`config.mk`:
```
export PLATFORM = sky130hd
export DESIGN_NAME = stream_ctrl_mf_flat
export DESIGN_NICKNAME = d
export VERILOG_FILES = /design/src/rtl/stream_ctrl_mf_pkg.sv /design/src/rtl/stream_ctrl_mf_if.sv /design/src/rtl/stream_ctrl_mf_fval_gap_det.sv /design/src/rtl/stream_ctrl_mf.sv /design/src/flat_wrapper.sv
export SDC_FILE = /design/constraint.sdc
export NUM_CORES = 1
export LEC_CHECK = 0
export BUFFER_PORTS_ARGS = -buffer_cell sky130_fd_sc_hd__buf_2
export CORE_MARGIN = 2
export CORE_UTILIZATION = 49
export DETAILED_ROUTE_END_ITERATION = 10
export PLACE_DENSITY_LB_ADDON = 0.08
export SLEW_MARGIN = 40
export SYNTH_ARGS = -nofsm -noshare
export SYNTH_HDL_FRONTEND = slang
export SYNTH_SLANG_ARGS = --single-unit
export TNS_END_PERCENT = 20
```
`constraint.sdc`:
```
create_clock -name clk_pix -period 4.9 [get_ports clk_pix]
set_input_delay 0.735 -clock clk_pix [delete_from_list [all_inputs] [get_ports clk_pix]]
set_output_delay 0.735 -clock clk_pix [all_outputs]
set_load 0.005 [all_outputs]
```
`src/rtl/stream_ctrl_mf_pkg.sv`:
```
// Shared definitions for the multi-frame stream gate: acquisition mode codes,
// FSM state encoding and a helper that folds the reserved mode onto continuous.
package stream_ctrl_pkg;

    localparam logic [1:0] ACQ_CONT   = 2'd0;
    localparam logic [1:0] ACQ_SINGLE = 2'd1;
    localparam logic [1:0] ACQ_MULTI  = 2'd2;

    typedef enum logic [1:0] {
        IDLE   = 2'd0,
        ARMED  = 2'd1,
        ACTIVE = 2'd2,
        DRAIN  = 2'd3
    } state_t;

    // Mode 3 is reserved and behaves exactly like continuous acquisition.
    function automatic logic [1:0] norm_mode(input logic [1:0] mode);
        return (mode == 2'd3) ? ACQ_CONT : mode;
    endfunction

endpackage

```
`src/rtl/stream_ctrl_mf_if.sv`:
```
// Signal bundle between the sensor-side controls and the stream gate.
// The slave modport is the gate's view; the master modport is the driver's view.
interface stream_ctrl_mf_if #(
    parameter int REG_WD  = 32,
    parameter int TIS_WD  = 3,
    parameter int FCNT_WD = 16
);

    logic               i_fval;
    logic               i_acquisition_start;
    logic               i_stream_enable;
    logic               i_encrypt_state;
    logic [1:0]         iv_acq_mode;
    logic [FCNT_WD-1:0] iv_frame_num;
    logic [REG_WD-1:0]  iv_pixel_format;
    logic [TIS_WD-1:0]  iv_test_image_sel;
    logic               o_enable;
    logic               o_full_frame_state;
    logic [REG_WD-1:0]  ov_pixel_format;
    logic [TIS_WD-1:0]  ov_test_image_sel;
    logic [FCNT_WD-1:0] ov_frame_cnt;
    logic               o_acq_done;

    modport slave (
        input  i_fval, i_acquisition_start, i_stream_enable, i_encrypt_state,
        input  iv_acq_mode, iv_frame_num, iv_pixel_format, iv_test_image_sel,
        output o_enable, o_full_frame_state, ov_pixel_format, ov_test_image_sel,
        output ov_frame_cnt, o_acq_done
    );

    modport master (
        output i_fval, i_acquisition_start, i_stream_enable, i_encrypt_state,
        output iv_acq_mode, iv_frame_num, iv_pixel_format, iv_test_image_sel,
        input  o_enable, o_full_frame_state, ov_pixel_format, ov_test_image_sel,
        input  ov_frame_cnt, o_acq_done
    );

endinterface

```
`src/rtl/stream_ctrl_mf_fval_gap_det.sv`:
```
// Frame-gap detector. Produces the gap-detect FVAL (fval_g) and a one-cycle
// fall indication in the first cycle fval_g is low.
// With STREAM_CTRL_FVAL_HOLD_EN defined, FVAL is stretched by FVAL_HOLD cycles
// through a shift register so trailing line/pipeline data clears before the
// gap is acted on.
module fval_gap_det #(
`ifdef STREAM_CTRL_FVAL_HOLD_EN
    parameter int FVAL_HOLD = 20
`endif
) (
    input  logic clk_pix,
    input  logic reset_pix,
    input  logic i_fval,
    output logic o_fval_g,
    output logic o_fval_fall
);

    logic fval_d;
    logic fval_q;

`ifdef STREAM_CTRL_FVAL_HOLD_EN
    logic [FVAL_HOLD-1:0] hold_d;
    logic [FVAL_HOLD-1:0] hold_q;

    // Shift raw FVAL along the hold line, one stage per pixel clock.
    always_comb begin
        hold_d    = hold_q;
        hold_d[0] = i_fval;
        for (int i = 1; i < FVAL_HOLD; i++) begin
            hold_d[i] = hold_q[i-1];
        end
    end

    // Hold line storage.
    always_ff @(posedge clk_pix or posedge reset_pix) begin
        if (reset_pix) begin
            hold_q <= '0;
        end else begin
            hold_q <= hold_d;
        end
    end

    assign o_fval_g = i_fval | hold_q[FVAL_HOLD-1];
`else
    assign o_fval_g = i_fval;
`endif

    // Previous gap-detect FVAL, used to find its falling edge.
    always_comb begin
        fval_d = o_fval_g;
    end

    // Edge-detect register.
    always_ff @(posedge clk_pix or posedge reset_pix) begin
        if (reset_pix) begin
            fval_q <= 1'b0;
        end else begin
            fval_q <= fval_d;
        end
    end

    assign o_fval_fall = fval_q & ~o_fval_g;

endmodule

```
`src/rtl/stream_ctrl_mf.sv`:
```
// Multi-frame stream gate. Passes only whole frames, shadows the format and
// test-image registers during frame gaps, and runs continuous, single-frame
// or multi-frame acquisitions with a saturating frame counter and done pulse.
// Optional macro: STREAM_CTRL_FVAL_HOLD_EN (stretches FVAL for gap detection).
import stream_ctrl_pkg::*;

module stream_ctrl_mf #(
    parameter int REG_WD  = 32,
    parameter int TIS_WD  = 3,
    parameter int FCNT_WD = 16
`ifdef STREAM_CTRL_FVAL_HOLD_EN
    ,
    parameter int FVAL_HOLD = 20
`endif
) (
    input  logic             clk_pix,
    input  logic             reset_pix,
    stream_ctrl_mf_if.slave  bus
);

    logic               fval_g;
    logic               fval_fall;
    logic               go;
    logic               acq_edge;
    logic [1:0]         live_mode;
    logic [FCNT_WD-1:0] live_target;
    logic [FCNT_WD-1:0] cnt_inc;
    logic [FCNT_WD-1:0] cnt_next;
    logic               count_hit;

    state_t             state_d,     state_q;
    logic               enable_d,    enable_q;
    logic               full_d,      full_q;
    logic               done_d,      done_q;
    logic [FCNT_WD-1:0] cnt_d,       cnt_q;
    logic [1:0]         mode_d,      mode_q;
    logic [FCNT_WD-1:0] target_d,    target_q;
    logic               acq_start_d, acq_start_q;
    logic               arm_flag_d,  arm_flag_q;
    logic [REG_WD-1:0]  pix_fmt_d,   pix_fmt_q;
    logic [TIS_WD-1:0]  tis_d,       tis_q;

`ifdef STREAM_CTRL_FVAL_HOLD_EN
    fval_gap_det #(.FVAL_HOLD(FVAL_HOLD)) u_gap_det (
`else
    fval_gap_det u_gap_det (
`endif
        .clk_pix     (clk_pix),
        .reset_pix   (reset_pix),
        .i_fval      (bus.i_fval),
        .o_fval_g    (fval_g),
        .o_fval_fall (fval_fall)
    );

    assign go          = bus.i_acquisition_start & bus.i_stream_enable & bus.i_encrypt_state;
    assign acq_edge    = bus.i_acquisition_start & ~acq_start_q;
    assign live_mode   = norm_mode(bus.iv_acq_mode);
    assign cnt_inc     = (cnt_q == '1) ? cnt_q : cnt_q + FCNT_WD'(1);
    assign cnt_next    = fval_fall ? cnt_inc : cnt_q;
    assign count_hit   = (mode_q != ACQ_CONT) && (cnt_next >= target_q);

    // Frames to capture for a bounded acquisition; a zero frame number means one.
    always_comb begin
        live_target = FCNT_WD'(1);
        if (live_mode == ACQ_MULTI && bus.iv_frame_num != '0) begin
            live_target = bus.iv_frame_num;
        end
    end

    // Next-state, gating and counter logic; stops only ever land in a frame gap.
    always_comb begin
        state_d     = state_q;
        enable_d    = enable_q;
        done_d      = 1'b0;
        cnt_d       = cnt_q;
        mode_d      = mode_q;
        target_d    = target_q;
        full_d      = full_q;
        acq_start_d = bus.i_acquisition_start;
        pix_fmt_d   = fval_g ? pix_fmt_q : bus.iv_pixel_format;
        tis_d       = fval_g ? tis_q : bus.iv_test_image_sel;

        case (state_q)
            IDLE: begin
                enable_d = 1'b0;
                if (go && (live_mode == ACQ_CONT || arm_flag_q)) begin
                    state_d = ARMED;
                    cnt_d   = '0;
                end
            end
            ARMED: begin
                if (!go) begin
                    state_d = IDLE;
                end else if (!fval_g) begin
                    state_d  = ACTIVE;
                    enable_d = 1'b1;
                    mode_d   = live_mode;
                    target_d = live_target;
                end
            end
            ACTIVE: begin
                if (fval_fall) begin
                    cnt_d = cnt_inc;
                end
                if (!go || count_hit) begin
                    if (!fval_g) begin
                        state_d  = IDLE;
                        enable_d = 1'b0;
                        done_d   = count_hit;
                    end else begin
                        state_d = DRAIN;
                    end
                end
            end
            DRAIN: begin
                if (fval_fall) begin
                    state_d  = IDLE;
                    enable_d = 1'b0;
                end
            end
        endcase

        if (fval_fall) begin
            full_d = 1'b0;
        end else if (enable_q && bus.i_fval) begin
            full_d = 1'b1;
        end

        arm_flag_d = acq_edge | (arm_flag_q & ~done_d);
    end

    // State and output registers, cleared immediately by reset.
    always_ff @(posedge clk_pix or posedge reset_pix) begin
        if (reset_pix) begin
            state_q     <= IDLE;
            enable_q    <= 1'b0;
            full_q      <= 1'b0;
            done_q      <= 1'b0;
            cnt_q       <= '0;
            mode_q      <= ACQ_CONT;
            target_q    <= '0;
            acq_start_q <= 1'b0;
            arm_flag_q  <= 1'b0;
            pix_fmt_q   <= '0;
            tis_q       <= '0;
        end else begin
            state_q     <= state_d;
            enable_q    <= enable_d;
            full_q      <= full_d;
            done_q      <= done_d;
            cnt_q       <= cnt_d;
            mode_q      <= mode_d;
            target_q    <= target_d;
            acq_start_q <= acq_start_d;
            arm_flag_q  <= arm_flag_d;
            pix_fmt_q   <= pix_fmt_d;
            tis_q       <= tis_d;
        end
    end

    assign bus.o_enable           = enable_q;
    assign bus.o_full_frame_state = full_q;
    assign bus.o_acq_done         = done_q;
    assign bus.ov_frame_cnt       = cnt_q;
    assign bus.ov_pixel_format    = pix_fmt_q;
    assign bus.ov_test_image_sel  = tis_q;

endmodule

```
`src/flat_wrapper.sv`:
```
// flat-port wrapper written by rule: the top's interface ports become plain ports
module stream_ctrl_mf_flat 
#(
    parameter int REG_WD  = 32,
    parameter int TIS_WD  = 3,
    parameter int FCNT_WD = 16

)
  (clk_pix, reset_pix, bus_i_fval, bus_i_acquisition_start, bus_i_stream_enable, bus_i_encrypt_state, bus_iv_acq_mode, bus_iv_frame_num, bus_iv_pixel_format, bus_iv_test_image_sel, bus_o_enable, bus_o_full_frame_state, bus_ov_pixel_format, bus_ov_test_image_sel, bus_ov_frame_cnt, bus_o_acq_done);
  stream_ctrl_mf_if #(.REG_WD(REG_WD), .TIS_WD(TIS_WD), .FCNT_WD(FCNT_WD)) bus_i ();
  input  logic clk_pix;
  input  logic reset_pix;
  input wire logic [$bits(bus_i.i_fval)-1:0] bus_i_fval;
  input wire logic [$bits(bus_i.i_acquisition_start)-1:0] bus_i_acquisition_start;
  input wire logic [$bits(bus_i.i_stream_enable)-1:0] bus_i_stream_enable;
  input wire logic [$bits(bus_i.i_encrypt_state)-1:0] bus_i_encrypt_state;
  input wire logic [$bits(bus_i.iv_acq_mode)-1:0] bus_iv_acq_mode;
  input wire logic [$bits(bus_i.iv_frame_num)-1:0] bus_iv_frame_num;
  input wire logic [$bits(bus_i.iv_pixel_format)-1:0] bus_iv_pixel_format;
  input wire logic [$bits(bus_i.iv_test_image_sel)-1:0] bus_iv_test_image_sel;
  output wire logic [$bits(bus_i.o_enable)-1:0] bus_o_enable;
  output wire logic [$bits(bus_i.o_full_frame_state)-1:0] bus_o_full_frame_state;
  output wire logic [$bits(bus_i.ov_pixel_format)-1:0] bus_ov_pixel_format;
  output wire logic [$bits(bus_i.ov_test_image_sel)-1:0] bus_ov_test_image_sel;
  output wire logic [$bits(bus_i.ov_frame_cnt)-1:0] bus_ov_frame_cnt;
  output wire logic [$bits(bus_i.o_acq_done)-1:0] bus_o_acq_done;
  assign bus_i.i_fval = bus_i_fval;
  assign bus_i.i_acquisition_start = bus_i_acquisition_start;
  assign bus_i.i_stream_enable = bus_i_stream_enable;
  assign bus_i.i_encrypt_state = bus_i_encrypt_state;
  assign bus_i.iv_acq_mode = bus_iv_acq_mode;
  assign bus_i.iv_frame_num = bus_iv_frame_num;
  assign bus_i.iv_pixel_format = bus_iv_pixel_format;
  assign bus_i.iv_test_image_sel = bus_iv_test_image_sel;
  assign bus_o_enable = bus_i.o_enable;
  assign bus_o_full_frame_state = bus_i.o_full_frame_state;
  assign bus_ov_pixel_format = bus_i.ov_pixel_format;
  assign bus_ov_test_image_sel = bus_i.ov_test_image_sel;
  assign bus_ov_frame_cnt = bus_i.ov_frame_cnt;
  assign bus_o_acq_done = bus_i.o_acq_done;
  stream_ctrl_mf #(.REG_WD(REG_WD), .TIS_WD(TIS_WD), .FCNT_WD(FCNT_WD)) u_core (.clk_pix(clk_pix), .reset_pix(reset_pix), .bus(bus_i));
endmodule
```
---- After elaboration in Yosys (flattened, before gate mapping) ----
Index checks and enable logic that the tools add are counted.
storage, ports and cells
  register bits ........................... 77
  bits in latches ......................... 0
  RAM bits ................................ 0
  bits in read-only memories .............. 0
  input port bits ......................... 59
  output and inout bits ................... 54
  word-level logic and storage cells ...... 77
  memories kept ........................... 0
operators by class
  $add $sub $neg .......................... 1
  multiply operators ...................... 0
  divide/modulo/power cells ............... 0
  order comparisons ....................... 1
  equality and inequality tests ........... 13
  shift operators ......................... 0
  mux-type cells .......................... 24
  bitwise operators ....................... 9
  reduce and logical (&&, ||, !) cells .... 17
operators by type and width
  kind                   count
  $mux 16                4
  $pmux 16 s2            1
  $add 16x1->16 const B  1
  $eq 16x16->1 const B   1
  $ge 16x16->1           1
  $reduce_bool 16->1     1
  $mux 2                 7
  $mux 1                 10
  $eq 2x2->1 const B     4
  $ne 2x1->1 const B     4
  $pmux 2 s4             1
  $reduce_bool 2->1      3
  $and 1x1->1            5
  $reduce_and 5->1       1
  $logic_and 1x1->1      4
  $logic_not 2->1        2
  $ne 2x2->1 const B     2
  $pmux 1 s4             1
  $reduce_and 4->1       1
  $ne 3x3->1 const B     1
  $not 1->1              3
  $reduce_and 3->1       1
  $eq 2x1->1 const B     1
  $logic_or 1x1->1       2
  other kinds (3)        3

---- Depth between registers and ports, before layout ----
Gate-level depths: netlist (run 1).
  word-level depth ........................ 11
  gate-level depth with buffers ........... 15
  gate-level depth less buffers ........... 14

---- By module ----
From an unflattened synthesis (run 1), not the netlist that was laid out.
unflattened totals
  cell total of the unflattened synthesis .. 357
  area total of the unflattened synthesis .. 3,931.3 µm²
by module, submodules not included
  module          instances  cells an instance  area each (µm²)  sequential area each (µm²)
  stream_ctrl_mf  1          353                3,881.2          1,901.8
  fval_gap_det    1          4                  50.0             25.0

---- Worst setup path before layout (run 1) ----
Ideal clock, no wire load.
  kind .................................... input to register
  start point ............................. in bus_i_fval
  end point ............................... reg u_core.state_q[0]
  library setup time ...................... 0.120 ns
  data arrival time ....................... 3.139 ns
  data required time ...................... 4.780 ns
  slack ................................... 1.641 ns
  stages on the path ...................... 15
  path buffers ............................ 3
  path through ............................ clkbuf_1 > nor2b_1 > o41a_1 > buf_6 > and2_4 > buf_6 > nand2_1 > xnor2_1 > ha_1 > a211o_1 > o211ai_1 > o311ai_1 > a211oi_1 > nand3_1 > a31o_2
between the ends
  cells in the longest elaborated chain, start to end .. 8
  elaborated cells between the ends (all ways) .. 13
  classes of those cells .................. 1 x order compare; 3 x eq/ne; 4 x mux; 2 x bitwise; 3 x reduce/logical
ends and longest elaborated chain
  what                               line                               RTL
  from (decl)                        flat_wrapper.sv:13                 input wire logic [$bits(bus_i.i_fval)-1:0] bus_i_fval;
  $not 1->1 (no source line)         --
  $and 1x1->1                        stream_ctrl_mf_fval_gap_det.sv:62  assign o_fval_fall = fval_q & ~o_fval_g;
  $mux 16                            --
  $ge 16x16->1                       stream_ctrl_mf.sv:60               assign count_hit = (mode_q != ACQ_CONT) && (cnt_next >= target_q);
  $logic_and 1x1->1                  stream_ctrl_mf.sv:60
  $logic_or 1x1->1                   stream_ctrl_mf.sv:105              if (!go || count_hit) begin
  $ne 2x1->1 (no source line)        --
  $reduce_and 4->1 (no source line)  --
  to (signal assigned)               stream_ctrl_mf.sv:147              state_q <= state_d;
  to (decl)                          stream_ctrl_mf.sv:31               state_t state_d, state_q;
Several ways; a longest one is shown, not always the timed one. The select of a mux whose other input is x is not followed.
A chain may end at the register's enable or synchronous reset.

---- Final worst setup path (run 1) ----
  start point ............................. reg u_core.cnt_q[4], in the netlist u_core.bus.ov_frame_cnt[4]
  end point ............................... reg u_core.state_q[0]
between the ends
  cells in the longest elaborated chain, start to end .. 8
  elaborated cells between the ends (all ways) .. 9
  classes of those cells .................. 1 x add/sub; 1 x order compare; 2 x eq/ne; 2 x mux; 3 x reduce/logical
ends and longest elaborated chain
  what                                           line                   RTL
  from (decl)                                    stream_ctrl_mf.sv:35   logic [FCNT_WD-1:0] cnt_d, cnt_q;
  from (signal assigned)                         stream_ctrl_mf.sv:151  cnt_q <= cnt_d;
  $add 16x1->16 or $eq 16x16->1 (tied branches)  stream_ctrl_mf.sv:58   assign cnt_inc = (cnt_q == '1) ? cnt_q : cnt_q + FCNT_WD'(1);
  $mux 16                                        stream_ctrl_mf.sv:58
  $mux 16 *                                      --
  $ge 16x16->1 *                                 stream_ctrl_mf.sv:60
  $logic_and 1x1->1 *                            stream_ctrl_mf.sv:60
  $logic_or 1x1->1 *                             stream_ctrl_mf.sv:105
  $ne 2x1->1 (no source line) *                  --
  $reduce_and 4->1 (no source line) *            --
Mark *: on every way between the ends. The rest lies on a longest branch, timed or not.

==> summary.md, run 1 <==
| Metric | Value |
|---|---|
| Outcome | completed |
| Crit-path max FO | 11 |
| CTS tree | yes |
| Synthesis-to-finish area growth | 21.2% |
| Hold-critical path depth | 1 |
| Hold slack | 430 ps |
| Max IR drop VDD | 0.180 mV |
| Hold Path Class | reg -> reg |
| Leak | 0.00236 uW |
| Adder-Cell Fraction of Synth Area | 6.42% |
| First-pass GRT wire length | 14300 um |
| Fraction of layout cells with a size suffix above 1 | 36.3% |
| I/O Buffers | 112 |
| Critical Path AT | 3780 ps |
| XOR/XNOR Fraction of Synth Area | 2.92% |
| Cts hold-fix bufs | 0 |
| Finished Layout Cells | 590 |
| Drt pass-1 iters | 4 |
| Hold path endpoint | u_core.arm_flag_q |
| Total Nets Final | 562 |
| Area contributors post-synth | dfrtp_1, mux2_2, ha_1 |
| Initial antenna violation count | 0 |
| Largest net degree at the start of global routing | 44 |
| Reg area | 1930 sq um |
| Final period util | 72.2% |
| Yosys reg bits | 77 |
| # rows | 32 |
| FF-to-FF End | u_core.state_q[0] |
| Setup Viol. Count Final | 0 |
| RD Place Congestion | 0.857 |
| Vias in the first global route | 3113 |
| CP required | 5140 ps |
| Yosys top cell by area | dfrtp_1 |
| 1st-iter DRT viols | 64 |
| Multi-input logic area | 1770 sq um |
| Kind of critical path | reg -> reg |
| Clock skew | 15.5 ps |
| Max-slew headroom | 56.1% |
| Vias | 3147 |
| Filler cells | 668 |
| Final WL | 8660 um |
| R2R Path Start | u_core.bus.ov_frame_cnt[4] |
| Worst R2R Setup Slack | 1360 ps |
| Clock Path Buffers | 2 |
| Fmax | 0.283 GHz |
| IO Pins | 113 |
| CTS clk-pin slew, worst paths | 80 ps |
| Simple-Gate Fraction of Synth Area | 13.0% |
| Yosys cell types | 52 |
| Mean Syn Cell Area | 10.4 sq um |
| Post_cts resized | 0 |
| Post-synthesis compound-gate area fraction | 12.5% |
| Post-DP HPWL | 6460 um |
| CTS root buffer | clkbuf_8 |
| Vias/cell | 5.33 |
| Yosys warns | 0 |
| Antenna cells | 0 |
| Die Height | 93.2 um |
| Starting Density | 50.5% |
| Largest family of logic cells by synthesized area | simple AND/OR/NAND/NOR gates |
| Mux share of post-synthesis cell area | 10.7% |
| Max H-tree Level | 3 |
| Hold Vio Cnt, Final | 0 |
| Clk Latency, worst-skew pair | 350 ps |
| Ys async rst share | 100% |
| Slew @ Worst Pin | 658 ps |
| Clock sinks | 77 |
| Routed len/inst | 14.7 um |
| Die span in x | 93.2 um |
| Post-synth top area share | 49.4% |
| R2r worst-path depth | 10 |
| RSZ-0062 raised after global routing | false |
| PD cells | 313 nW/um^2 |
| Number of flops mapped to enable cells by yosys | 0 |
| Post-Synthesis Cells | 374 |
| Setup TNS Final | 0 ps |
| Max Slew Vio Count | 0 |
| Syn Nets | 453 |
| Gr ovfl total | 0 |
| Final ANT Viol Nets | 0 |
| CP endpoint kind | register |
| Most used DFF post-synth | dfrtp_1 |
| CTS Buf Count | 9 |
| Max_cap viols | 0 |
| Post-layout min period | 3540 ps |
| Post-Place Cells | 574 |
| Total track usage | 20.9% |
| Min-delay src | u_core.acq_start_q |
| Setup crit start kind | register |
| Core area | 7730 sq um |
| Synth Cell Area | 3900 sq um |
| Seq/Total Area, Yosys | 49.4% |
| Setup Fix Bufs, Post-CTS | 0 |
| DR DRC count | 0 |
| Die area | 8690 sq um |
[cell usage in the layout (no fill, tap or decap), drive strengths merged, types with 8 or more instances in the layout]
cell type / count
clkbuf: 10
nand3: 13
nand4: 8
o21ai: 36
buf: 116
dfrtp: 77
inv: 27
nor2: 16
mux2: 36
xnor2: 10
a21oi: 12
ha: 20
nand2: 44
[how the worst max path moves through the flow]
stage                               start                 to  slack (ps)  depth (start not counted)
2_1_floorplan                  bus_i_fval  u_core.state_q[0]        1640                         15
3_3_place_gp                   bus_i_fval  u_core.state_q[0]        1280                         13
3_5_place_dp                   bus_i_fval  u_core.state_q[0]        1220                         13
4_1_cts        u_core.bus.ov_frame_cnt[4]  u_core.state_q[0]        1390                         10
5_1_grt        u_core.bus.ov_frame_cnt[0]  u_core.arm_flag_q        1040                         12
6_report       u_core.bus.ov_frame_cnt[4]  u_core.state_q[0]        1360                         10
[synth_stat cells, drive strengths merged (4+ instances only)]
master	instances
a21oi	12
a31oi	4
buf	7
clkbuf	11
dfrtp	77
ha	20
inv	27
mux2	36
nand2	44
nand3	13
nand4	8
nor2	16
nor3	4
nor4	5
o21ai	36
o31ai	5
xnor2	10
[cells by family (layout without fill, tap and decap cells)]
group	Yosys count	in the layout
AND/OR/NAND/NOR	104	104
AO/OA/AOI/OAI	78	78
flip-flops	77	77
buffers and inverters	45	159
multiplexers	37	37
adder cells (fa/ha/maj)	20	20
XOR/XNOR	13	13
[through the flow]
stage	total power, uW	utilization, %	instance area [sq um]	worst slack (ps)
floorplan	892	-	3900	1640
global placement	979	58.5	4520	1280
detailed placement	990	58.5	4520	1220
CTS	1490	61.1	4720	1390
global route	1560	61.2	4730	1040
finish	1480	61.2	4730	1360
[registers in the layout (all words and copies together) (netlist names)]
name and flops:
u_core.acq_start_q 1, u_core.arm_flag_q 1, u_core.bus.o_acq_done 1, u_core.bus.o_enable 1
u_core.bus.o_full_frame_state 1, u_core.bus.ov_frame_cnt 16, u_core.bus.ov_pixel_format 32, u_core.bus.ov_test_image_sel 3
u_core.mode_q 2, u_core.state_q 2, u_core.target_q 16, u_core.u_gap_det.fval_q 1
[area by class of cell]
cell class / count / area share (%)
sequential: 77 / 40.8
multi-input combinational: 252 / 37.5
timing repair buffer: 116 / 12.5
clock buffer: 10 / 2.91
tap: 102 / 2.70
inverter: 27 / 2.17
clock inverter: 6 / 1.48
[where the power goes]
group / switching [uW] / internal [uW]
Sequential: 29.5 / 709
Clock: 250 / 253
Combinational: 127 / 109
[per-layer routing]
metal / vias to the layer above / share of wire (%) / track usage, %
li1: 1526 / - / -
met1: 1503 / 45 / 27.1
met2: 101 / 48 / 34.1
met3: 17 / 5.1 / 5.16
met4: 0 / 2.2 / 7.97
met5: - / 0 / 0
[critical path, cell delays in order (launching register included)]
cell and delay, ps:
dfrtp_1 560, nand4_1 220, o41a_1 600, xnor2_1 240, ha_1 250, nand2b_1 140, a2111oi_0 430, o311ai_1 150
a211oi_1 410, nand3_1 190, a31o_2 240
Power figures use the tool's default switching activity.
==> run 2: changes to the inputs <==
clock period = 3.5 ns   (was 4.9 ns; I/O delays follow)
==> summary.md, run 2 (synthesized netlist as in run 1, its figures left out) <==
| Metric | Value |
|---|---|
| Initial antenna violation count | 0 |
| RD Place Congestion | 0.807 |
| Slew @ Worst Pin | 725 ps |
| CTS tree | yes |
| CTS clk-pin slew, worst paths | 70 ps |
| Die span in x | 93.2 um |
| Gr ovfl total | 0 |
| Final period util | 94.3% |
| Critical path depth | 12 |
| Max Slew Vio Count | 0 |
| PD cells | 441 nW/um^2 |
| CP endpoint kind | register |
| Setup Fix Bufs, Post-CTS | 0 |
| # rows | 32 |
| R2r worst-path depth | 12 |
| Total Nets Final | 569 |
| Setup Viol. Count Final | 0 |
| Hold slack | 254 ps |
| Clk Latency, worst-skew pair | 340 ps |
| Hold Path Class | in -> async |
| Routed len/inst | 14.8 um |
| Critical Path AT | 3530 ps |
| Pwr Total | 2120 uW |
| Clock skew | 9.01 ps |
| Worst Path Buf+Inv | 0 |
| Vias/cell | 5.26 |
| CTS Buf Count | 9 |
| Place WS | 101 ps |
| Vias in the first global route | 3099 |
| Drt pass-1 iters | 4 |
| Max IR drop VDD | 0.261 mV |
| Fraction of layout cells with a size suffix above 1 | 37.2% |
| CP required | 3720 ps |
| CP max stage cell | o41a_1 |
| Leak | 0.00241 uW |
| Filler cells | 672 |
| Outcome | completed |
| Hold Vio Cnt, Final | 0 |
| Worst R2R Setup Slack | 200 ps |
| Core area | 7730 sq um |
| FF-to-FF End | u_core.state_q[0] |
| Clock Path Buffers | 2 |
| Max-slew headroom | 51.5% |
| Post-layout min period | 3300 ps |
| Clock sinks | 77 |
| Kind of critical path | reg -> reg |
| Die area | 8690 sq um |
| CTS root buffer | clkbuf_8 |
| Vias | 3134 |
| Max reg flops | 32 |
| Max_cap viols | 0 |
| Crit-path max FO | 7 |
| Post-DP HPWL | 6610 um |
| CP cell instances | nand4_1, o41a_1, and2_4, nand2_1, xnor2_1, ha_1, a211o_1, o211ai_1, o311ai_1, a211oi_2, nand3_1, a31o_2 |
| Max H-tree Level | 3 |
| Starting Density | 50.5% |
| Final ANT Viol Nets | 0 |
| Cts hold-fix bufs | 0 |
| Antenna cells | 0 |
| Die Height | 93.2 um |
| CP max stage delay | 560 ps |
| R2R Path Start | u_core.bus.ov_frame_cnt[6] |
| Commonest non-fill, non-tap cell in the layout | buf_2 |
| Largest net degree at the start of global routing | 44 |
| Most frequent cells in the layout | buf_2, dfrtp_1, nand2_1 |
| Total track usage | 21.2% |
| IO Pins | 113 |
| PnR worst setup slack | 198 ps |
| I/O Buffers | 112 |
| 1st-iter DRT viols | 116 |
| Fmax | 0.303 GHz |
| Synthesis-to-finish area growth | 23.5% |
| Critical path's top delay family | compound AO/OA/AOI/OAI gates |
| Final WL | 8810 um |
| DR DRC count | 0 |
| Setup crit start kind | register |
| First-pass GRT wire length | 14500 um |
==> run 2: how the worst max path moves through the flow <==
stage	startpoint	to
after floorplan	u_core.bus.ov_frame_cnt[4]	u_core.state_q[0]
after global placement	bus_i_fval	u_core.state_q[0]
after detailed placement	bus_i_fval	u_core.state_q[0]
after CTS	u_core.bus.ov_frame_cnt[6]	u_core.state_q[0]
after global routing	u_core.bus.ov_frame_cnt[6]	u_core.state_q[0]
final	u_core.bus.ov_frame_cnt[6]	u_core.state_q[0]
==> run 2: per-layer routing <==
metal	vias up	wire, um	GRT usage (%)
met5	-	0	0
met4	0	121	6.74
met3	13	402	4.51
met2	89	4260	34.6
met1	1486	4020	28.5
li1	1546	-	-
==> run 2: report_power, final <==
| group | switching, uW | internal [uW] |
|---|---|---|
| registers | 42.2 | 993 |
| clock network | 314 | 439 |
| logic | 180 | 155 |
| total | 536 | 1590 |
==> run 2: layout make-up <==
class                      instances  area, sq um  area share (%)
sequential                        77         1930            40.1
multi-input combinational        252         1780            36.9
timing repair buffer             123          656            13.6
clock buffer                      12          155            3.22
tap                              102          128            2.65
inverter                          27          103            2.13
clock inverter                     3         68.8            1.43
==> run 2: stage by stage <==
step	area (sq um)	utilization [%]	TNS (ps)	std cells
after floorplan	3900	-	0	374
final	4810	62.3	0	596
after global placement	4580	59.3	0	581
after global routing	4810	62.3	-4.12	596
after CTS	4810	62.2	0	596
after detailed placement	4580	59.3	0	581
==> run 2: repair_timing <==
| action | CTS | global route |
|---|---|---|
| hold endpoints to repair | 0 | 0 |
| resized for setup | 0 | 2 |
| setup endpoints to repair | 0 | 3 |
==> run 3: changes to the inputs <==
CORE_ASPECT_RATIO = 0.75   (was default)
CORE_MARGIN = 3   (was 2)
RECOVER_POWER = 25   (was default)
==> summary.md, run 3 (synthesized netlist as in run 1, its figures left out) <==
| Metric | Value |
|---|---|
| Post-Place Cells | 583 |
| Starting Density | 51.8% |
| CTS root buffer | clkbuf_8 |
| Die span in x | 109 um |
| Post-DP Area | 4590 sq um |
| Setup Viol. Count Final | 0 |
| Synthesis-to-finish area growth | 22.3% |
| Post-route met1 wirelength | 4170 um |
| CP endpoint kind | register |
| Fraction of layout cells with a size suffix above 1 | 36.5% |
| Final core utilization | 63.3% |
| Final period util | 94.8% |
| Final WL | 9110 um |
| R2r worst-path depth | 12 |
| Final ANT Viol Nets | 0 |
| CTS Buf Count | 9 |
| Cts hold-fix bufs | 0 |
| Clock sinks | 77 |
| Setup Fix Bufs, Post-CTS | 0 |
| Min-delay src | bus_i_acquisition_start |
| FF-to-FF End | u_core.arm_flag_q |
| Most frequent cells in the layout | buf_2, dfrtp_1, nand2_1 |
| Total Nets Final | 573 |
| Fmax | 0.301 GHz |
| Hold Vio Cnt, Final | 0 |
| 1st-iter DRT viols | 191 |
| I/O Buffers | 112 |
| Post-route cell area | 4770 sq um |
| Met3 WL | 783 um |
| Drt pass-1 iters | 4 |
| RSZ-0062 raised after global routing | false |
| Max Slew Vio Count | 44 |
| Filler cells | 632 |
| PD cells | 412 nW/um^2 |
| DR DRC count | 0 |
| Die area | 9070 sq um |
| IO Pins | 113 |
| CTS tree | yes |
| # rows | 27 |
| Commonest non-fill, non-tap cell in the layout | buf_2 |
| CP cell instances | ha_1, nand3_1, o41a_1, and2_4, nand4_2, xnor2_1, ha_1, nand4_1, o311ai_1, a211oi_2, nor4_1, o22ai_1 |
| Leak | 0.00238 uW |
| CP max stage cell | o41a_1 |
| Worst R2R Setup Slack | 180 ps |
| Pwr Total | 1970 uW |
| Post_cts resized | 0 |
| Vias | 3241 |
| Max IR drop VDD | 0.235 mV |
| RD Place Congestion | 0.800 |
| Hold Path Class | in -> reg |
| Crit-path max FO | 7 |
| Wire length on met2 | 4070 um |
| Total track usage | 20.6% |
| Clk Latency, worst-skew pair | 350 ps |
| Hold-critical path depth | 1 |
| Hold path endpoint | u_core.acq_start_q |
| CTS clk-pin slew, worst paths | 80 ps |
| Reg area | 1930 sq um |
| CP required | 3700 ps |
| Max-slew headroom | -38.2% |
| Failing checks | max-capacitance violations, max-slew violations |
| Slew @ Worst Pin | 2070 ps |
| Worst Path Buf+Inv | 0 |
| Antenna cells | 0 |
| R2R Path Start | u_core.bus.ov_frame_cnt[1] |
| Kind of critical path | reg -> reg |
| CP max stage delay | 500 ps |
| Max_cap viols | 1 |
| Vias/cell | 5.41 |
| Routed len/inst | 15.2 um |
| Max H-tree Level | 3 |
| Critical path's most frequent cell | ha_1 |
| Die Height | 83.3 um |
| Post-layout min period | 3320 ps |
| Largest net degree at the start of global routing | 44 |
| Initial antenna violation count | 0 |
| First-pass GRT wire length | 14700 um |
| Vias in the first global route | 3027 |
| Uppermost routed layer | met4 |
| Post-DP HPWL | 6970 um |
| Multi-input logic area | 1790 sq um |
| Max reg flops | 32 |
| Clock Path Buffers | 2 |
| Outcome | finished with violations |
| Critical path's top delay family | compound AO/OA/AOI/OAI gates |
| Gr ovfl total | 0 |
| Setup crit start kind | register |
| Clock skew | 10.9 ps |
| Finished Layout Cells | 599 |
| Critical Path AT | 3520 ps |
| Core area | 7530 sq um |
==> run 3: final cells by class <==
cell class / count / area share (%)
clock buffer: 10 / 2.89
clock inverter: 5 / 0.761
inverter: 27 / 2.13
multi-input combinational: 253 / 37.5
sequential: 77 / 40.4
tap: 101 / 2.65
timing repair buffer: 126 / 13.7
==> run 3: routing by layer <==
layer / GRT usage, % / vias to the layer above
met5: 0 / -
met4: 5.62 / 0
met3: 5.67 / 12
met2: 30.9 / 125
met1: 29.2 / 1532
li1: - / 1572
==> run 3: how the worst max path moves through the flow <==
| stage | startpoint | endpoint | cells after the start |
|---|---|---|---|
| final | u_core.bus.ov_frame_cnt[1] | u_core.arm_flag_q | 12 |
| after global routing | u_core.bus.ov_frame_cnt[1] | u_core.state_q[0] | 13 |
| after CTS | u_core.bus.ov_frame_cnt[0] | u_core.state_q[0] | 11 |
| after detailed placement | bus_i_fval | u_core.state_q[0] | 13 |
| after global placement | bus_i_fval | u_core.state_q[0] | 13 |
| after floorplan | u_core.bus.ov_frame_cnt[4] | u_core.state_q[0] | 15 |
==> run 3: where the power goes <==
group	leakage, uW	internal (uW)	switching (uW)
Clock	0.0000808	274	324
Combinational	0.00136	154	181
Sequential	0.000938	993	41.6
Total	0.00238	1420	546
==> run 3: metrics by stage <==
step           worst slack (ps)  TNS [ps]  hold slack (ps)
3_3_place_gp                152         0              415
3_5_place_dp              -5.77     -5.77              422
6_report                    183         0              332
5_1_grt                    9.15         0              332
4_1_cts                    96.5         0              250
2_1_floorplan               387         0              409
